`config.mk`:
```
export PLATFORM = sky130hd
export DESIGN_NAME = multiplier_seq_param
export DESIGN_NICKNAME = d
export VERILOG_FILES = /design/src/rtl/multiplier_seq_param.sv
export SDC_FILE = /design/constraint.sdc
export NUM_CORES = 2
export LEC_CHECK = 0
export ABC_CLOCK_PERIOD_IN_PS = 5600
export CAP_MARGIN = 20
export CORE_ASPECT_RATIO = 0.8
export CORE_UTILIZATION = 56
export CTS_CLUSTER_DIAMETER = 60
export CTS_CLUSTER_SIZE = 16
export DETAILED_ROUTE_END_ITERATION = 10
export HOLD_SLACK_MARGIN = 0.12
export PLACE_DENSITY = 0.79
export SYNTH_ARGS = -nofsm -noshare
export SYNTH_HDL_FRONTEND = slang
export SYNTH_SLANG_ARGS = --single-unit
```
`constraint.sdc`:
```
create_clock -name clk -period 5.6 [get_ports clk]
set_input_delay 0.84 -clock clk [delete_from_list [all_inputs] [get_ports clk]]
set_output_delay 0.84 -clock clk [all_outputs]
set_load 0.01 [all_outputs]
```
`src/rtl/multiplier_seq_param.sv`:
```
// Parametrised iterative multiplier.
// Retires STEP multiplier bits per cycle through a shifting partial-product
// datapath. Signed operands are reduced to magnitudes at capture time and the
// product sign is applied in a single fix-up cycle before results are presented.
//
// state | meaning
// IDLE  | waiting for op_start, result held at zero
// MUL   | accumulating one STEP-bit digit per edge
// FIX   | apply product sign, publish result
// DONE  | result valid, op_done high, accepts back-to-back start
module multiplier_seq_param #(
  parameter int WIDTH = 64,
  parameter int STEP  = 4
) (
  input  logic                 clk,
  input  logic                 reset_n,
  input  logic                 op_start,
  input  logic                 op_clear,
  input  logic                 op_signed,
  input  logic [WIDTH-1:0]     multiplier,
  input  logic [WIDTH-1:0]     multiplicand,
  output logic                 op_busy,
  output logic                 op_done,
  output logic [2*WIDTH-1:0]   result
);

  localparam int N     = WIDTH / STEP;
  localparam int CNT_W = (N > 1) ? $clog2(N) : 1;
  localparam logic [CNT_W-1:0]   CNT_LAST = CNT_W'(N - 1);
  localparam logic [WIDTH-1:0]   OP_ONE   = {{(WIDTH-1){1'b0}}, 1'b1};
  localparam logic [2*WIDTH-1:0] ACC_ONE  = {{(2*WIDTH-1){1'b0}}, 1'b1};

  typedef enum logic [1:0] {
    S_IDLE = 2'd0,
    S_MUL  = 2'd1,
    S_FIX  = 2'd2,
    S_DONE = 2'd3
  } state_t;

  state_t               state;
  logic [CNT_W-1:0]     cnt;
  logic [WIDTH-1:0]     mplier_q;
  logic [2*WIDTH-1:0]   mcand_q;
  logic                 neg_q;
  logic [2*WIDTH-1:0]   acc_q;

  logic [WIDTH-1:0]     mplier_abs;
  logic [WIDTH-1:0]     mcand_abs;
  logic                 neg_next;
  logic [STEP-1:0]      digit;
  logic [2*WIDTH-1:0]   partial;
  logic [2*WIDTH-1:0]   fixed_val;

  // Operand magnitudes at capture, current digit partial product and sign fix-up.
  always_comb begin
    mplier_abs = multiplier;
    mcand_abs  = multiplicand;
    neg_next   = 1'b0;
    if (op_signed) begin
      if (multiplier[WIDTH-1])   mplier_abs = (~multiplier) + OP_ONE;
      if (multiplicand[WIDTH-1]) mcand_abs  = (~multiplicand) + OP_ONE;
      neg_next = multiplier[WIDTH-1] ^ multiplicand[WIDTH-1];
    end
    digit     = mplier_q[STEP-1:0];
    // mcand_q is already shifted into the digit position; the sum of all
    // partials is the true product, so it cannot exceed 2*WIDTH bits.
    partial   = mcand_q * {{(2*WIDTH-STEP){1'b0}}, digit};
    fixed_val = neg_q ? ((~acc_q) + ACC_ONE) : acc_q;
  end

  // Sequencer and datapath registers; op_clear outranks every other request.
  always_ff @(posedge clk or negedge reset_n) begin
    if (!reset_n) begin
      state    <= S_IDLE;
      cnt      <= '0;
      mplier_q <= '0;
      mcand_q  <= '0;
      neg_q    <= 1'b0;
      acc_q    <= '0;
      result   <= '0;
      op_done  <= 1'b0;
      op_busy  <= 1'b0;
    end else if (op_clear) begin
      state   <= S_IDLE;
      cnt     <= '0;
      acc_q   <= '0;
      result  <= '0;
      op_done <= 1'b0;
      op_busy <= 1'b0;
    end else begin
      case (state)
        S_IDLE, S_DONE: begin
          if (op_start) begin
            mplier_q <= mplier_abs;
            mcand_q  <= {{WIDTH{1'b0}}, mcand_abs};
            neg_q    <= neg_next;
            acc_q    <= '0;
            cnt      <= '0;
            result   <= '0;
            op_done  <= 1'b0;
            op_busy  <= 1'b1;
            state    <= S_MUL;
          end
        end
        S_MUL: begin
          acc_q    <= acc_q + partial;
          mplier_q <= mplier_q >> STEP;
          mcand_q  <= mcand_q << STEP;
          cnt      <= cnt + 1'b1;
          if (cnt == CNT_LAST) begin
            state <= S_FIX;
          end
        end
        S_FIX: begin
          result  <= fixed_val;
          op_done <= 1'b1;
          op_busy <= 1'b0;
          state   <= S_DONE;
        end
        default: state <= S_IDLE;
      endcase
    end
  end

endmodule

```
# [Yosys cells after proc, flatten, opt, wreduce, memory -nomap -nowiden]
# Index checks and enable logic that the tools add are counted.
# Widths: inputs -> output; s select.
[totals] reg_bits=457 wordCells=65 out_inout_bits=130
[op_classes] reduce_logical=10 n_eq_ne=7 add_sub_neg=5 mux=28 n_bitwise=5 multipliers=1
[op_table] cell="$pmux 128 s2" count=3
[op_table] cell="$mux 128" count=5
[op_table] cell="$mux 64" count=5
[op_table] cell="$add 128x1->128 const B" count=1
[op_table] cell="$add 128x128->128" count=1
[op_table] cell="$add 64x1->64 const B" count=2
[op_table] cell="$mul 128x4->128" count=1
[op_table] cell="$not 128->128" count=1
[op_table] cell="$not 64->64" count=2
[op_table] cell="$pmux 64 s2" count=1
[op_table] cell="$mux 4" count=2
[op_table] cell="$pmux 4 s2" count=1
[op_table] cell="$mux 2" count=3
[op_table] cell="$ne 3x3->1 const B" count=2
[op_table] cell="$pmux 2 s3" count=1
[op_table] cell="$reduce_and 2->1" count=3
[op_table] cell="$reduce_and 3->1" count=2
[op_table] cell="$reduce_bool 3->1" count=2
[op_table] cell="$mux 1" count=5
[op_table] cell="$add 4x1->4 const B" count=1
[op_table] cell="$eq 2x2->1 const B" count=2
[op_table] cell="$eq 4x4->1 const B" count=1
[op_table] cell="$pmux 1 s2" count=2
[op_table] cell="$eq 2x1->1 const B" count=1
[op_table] cell="6 further kinds" count=6

# [Longest topological paths before layout]
[depth] ltp_word=6 ltp_mapped=22

# [Worst setup path before layout]
# Ideal clock, no wire load.
[synth_path] path_kind="register to register" startpoint="reg mplier_q[3]" endpoint="reg acc_q[126]" path_stages_with_launch=21 t_arrival_ns=5.504 setup_ns=0.126 period_less_slack_ns=5.630 setup_slack_ns=-0.030 cell_sequence="dfrtp_1 clkbuf_1 clkbuf_1 clkbuf_1 nand2_1 fa_1 fa_1 fa_1 inv_1 ha_1 nand3_1 nand2_1 a21oi_1 o311ai_2 a41o_1 a21oi_2 nand4b_1 a311o_1 a2111oi_4 mux2i_1 a221o_1"
[synth_via] elab_chain_len=4
[synth_rtl] element="start, declared" line_no="42" rtl="logic [WIDTH-1:0] mplier_q;"
[synth_rtl] element="start signal, assigned" line_no="94" rtl="mplier_q <= mplier_abs;"
[synth_rtl] element="start signal, assigned" line_no="107" rtl="mplier_q <= mplier_q >> STEP;"
[synth_rtl] element="$mul 128x4->128" line_no="67" rtl="partial = mcand_q * {{(2*WIDTH-STEP){1'b0}}, digit};"
[synth_rtl] element="$add 128x128->128" line_no="106" rtl="acc_q <= acc_q + partial;"
[synth_rtl] element="$pmux 128 s2" line_no="91" rtl="case (state)"
[synth_rtl] element="$mux 128" line_no="83" rtl="end else if (op_clear) begin"
[synth_rtl] element="end signal, assigned" line_no="106"
[synth_rtl] element="end, declared" line_no="45" rtl="logic [2*WIDTH-1:0] acc_q;"
# No other way between the ends.
# A chain may end at the register's enable or synchronous reset.

# [Worst setup path after layout]
[layout_path] startpoint="reg mplier_q[2]" endpoint="reg acc_q[126]"
# Same word-level chain as after synthesis.

==> results.cfg <==
[place]
hpwl_mm = 113
dp_cells = 6883
gp_congestion = 1.08
place_area_um2 = 50600
io_buffers = 262

[floorplan]
die_height_um = 254
dieArea_um2 = 80500
rows = 92
ios = 263
start_util_pct = 56.5
coreArea_um2 = 78700
fp.dieW_um = 317

[worst_setup_path]
path_class = reg -> reg
worstPathRequired_ns = 6.14
critPathMaxStageDelay_ns = 0.55
path_max_fanout = 56
cp-end-kind = register
crit_chain = buf_12, buf_4, buf_16, and2_1, fa_1, fa_1, inv_1, fa_1, inv_1, ha_2, nand2_1, nor2_2, nand2_1, buf_4, o21ai_0, a31o_2, a21o_1, a21oi_2, a2111oi_4, mux2i_1, a221o_1
arrival_ns = 6.13
startpoint_type = register
worstRegToRegCells = 21
crit_top_cell = fa_1
slowest_stage = fa_1

[synthesis]
synth_compound_area_share_pct = 18.0
synth_flop_cell = dfrtp_1
syn_inst = 5459
syn_nets = 6103
ys_seq_elements = 457
synth_warnings = 0
synth_fa_ha_area_share_pct = 20.7
syn_area_per_cell_um2 = 8.14
synthTopCellsByCount = inv_1, nand2_1, o21ai_0
ys_types = 79
yosys-mux-area-fraction_pct = 0.293
syn_area_um2 = 44500
synth-simple-area-share_pct = 20.3
ys_seq_area_share_pct = 25.7
yosys.area.top_type = dfrtp_1
synthXorXnorAreaFrac_pct = 6.99
synth_top_area_share_pct = 25.7
yosysMostFrequentCell = inv_1
ys_top_cells_by_area = dfrtp_1, fa_1, and2_1, o21ai_0, inv_1
synth_top_family_by_area = adder cells
async_flop_share_pct = 100
synth_edf_count = 0

[clock_network]
cts-htree-levels = 2
tritoncts = yes
cts.sink_count = 457
cts-root-buf = clkbuf_16
cts_max_path_buffers = 3
cts_hold_buffers = 0
numCtsBuffers = 47
path_clk_slew_ns = 0.08
insertion_delay_ns = 0.66

[route]
first_iter_violations = 4522
firstDrtPassIters = 9
avgViaCountPerCell = 5.91
dr.max_layer_used = met5
dr_total_vias = 41400
met1_length_mm = 66.3
detail-route-antenna-nets = 0
wl_per_cell_um = 21.0
wirelength_mm = 147
route.detailed.drc = 0
wl_met2_mm = 60.7
wl_met3_mm = 16.5

[global_routing]
grt_antenna_before_repair = 9
track_usage_pct = 35.8
grt_overflow = 0
grt_pass1_vias = 39200
grt_pass1_wl_mm = 224
grt_max_degree = 148

[pwr]
p_leak_nw = 24.7
p_per_area_nw_per_um2 = 553
ir_worst_vdd_v = 0.000610
total_power_mw = 30.1

[sta]
slew_headroom_pct = 22.9
fin_crit_ns = 5.59
min_period_over_period_pct = 99.8
slew_viol_final = 0
grt_setup_unrepaired = true
max_freq_ghz = 0.179
setup_viol = 0
worstMarginPinSlew_ns = 1.15
hold_ws_ns = 0.198
fin_tns_setup_ns = 0
hold_violations = 0
skew_ns = 0.0442

[final_layout]
final_nets = 6579
final_cells = 7007
syn2layout_area_growth_pct = 22.2
final_area_um2 = 54400
drive_gt1_share_pct = 13.6

[outcome]
status = finished clean

[job]
cap_violations = 0

[hold_path]
holdCritPathClass = in -> async
## sequential cells by signal, indices dropped and copies added (netlist names)
name / count
neg_q: 1
acc_q: 128
result: 128
op_done: 1
mplier_q: 64
cnt: 4
op_busy: 1
state: 2
mcand_q: 128
## report_power, final
group / internal (mW) / switching [mW] / leakage (nW)
clock network: 1.85 / 1.64 / 0.795
registers: 4.09 / 0.934 / 6.18
logic: 8.43 / 13.1 / 17.7
total: 14.4 / 15.7 / 24.7
## final cells by class
type	count	area, um2
multi-input combinational	4048	31100
fill	6243	24400
sequential	457	11400
timing repair buffer	706	6350
inverter	675	2530
tap	1034	1290
clock buffer	54	1250
clock inverter	29	377
antenna	4	10.0
## kinds of logic after synthesis
family	count (synthesis)
simple gates	1812
compound gates	1357
buf+inv	954
fa+ha+maj	511
flops	457
xor+xnor	355
mux	13
## path summary, 6_finish.rpt
path,startpoint,end,slack (ns)
worst max-delay path,mplier_q[2]$_DFFE_PN0P_,acc_q[126]$_DFFE_PN0P_,0.01
worst min-delay path,reset_n,result[82]$_DFFE_PN0P_,0.20
worst max register to register,mplier_q[2]$_DFFE_PN0P_,acc_q[126]$_DFFE_PN0P_,0.01
worst min register to register,result[77]$_DFFE_PN0P_,result[77]$_DFFE_PN0P_,0.47
max in group asynchronous,reset_n,mplier_q[1]$_DFFE_PN0P_,3.99
min in group clk,result[77]$_DFFE_PN0P_,result[77]$_DFFE_PN0P_,0.47
## routing by layer
| metal | global-route usage [%] | up-vias |
|---|---|---|
| li1 | - | 19000 |
| met1 | 54.5 | 20300 |
| met2 | 49.6 | 1895 |
| met3 | 10.1 | 254 |
| met4 | 8.61 | 14 |
| met5 | 0.246 | - |
## critical path, delay by kind of cell (launching register included)
family	cells	cell delay, ns
flip-flops	1	0.52
AO/OA/AOI/OAI	6	1.41
multiplexers	1	0.13
adder cells (fa/ha/maj)	4	1.95
AND/OR/NAND/NOR	4	0.63
buffers and inverters	6	0.75
## stage by stage
step	worst slack, ns	util [%]
final	0.0136	69.0
after floorplan	0.00321	-
after CTS	-0.0162	66.7
after global routing	-0.164	69.0
after global placement	-0.471	64.3
after detailed placement	-0.460	64.3
## what timing repair did
action | in CTS | in global routing
gates resized for setup | 52 | 308
cloned | 0 | 6
hold endpoints to repair | 0 | 0
endpoints found under the setup margin | 40 | 64
buffers inserted | 4 | 26
pin swaps | 13 | 98
## placed cells by master (no fill, tap or decap), drive strengths merged, types with 36 or more instances in the layout
cell type,n
inv,683
nand2,646
o21ai,567
and2,489
dfrtp,457
buf,439
a21oi,400
fa,374
nor2,281
clkdlybuf4s50,261
xnor2,249
ha,137
xor2,106
nor3,78
o31ai,73
a22o,72
nand4,67
clkbuf,60
or3,52
nand3,51
a21o,46
o21bai,44
nor4,36
No activity file was read; power rests on OpenSTA's default activity.
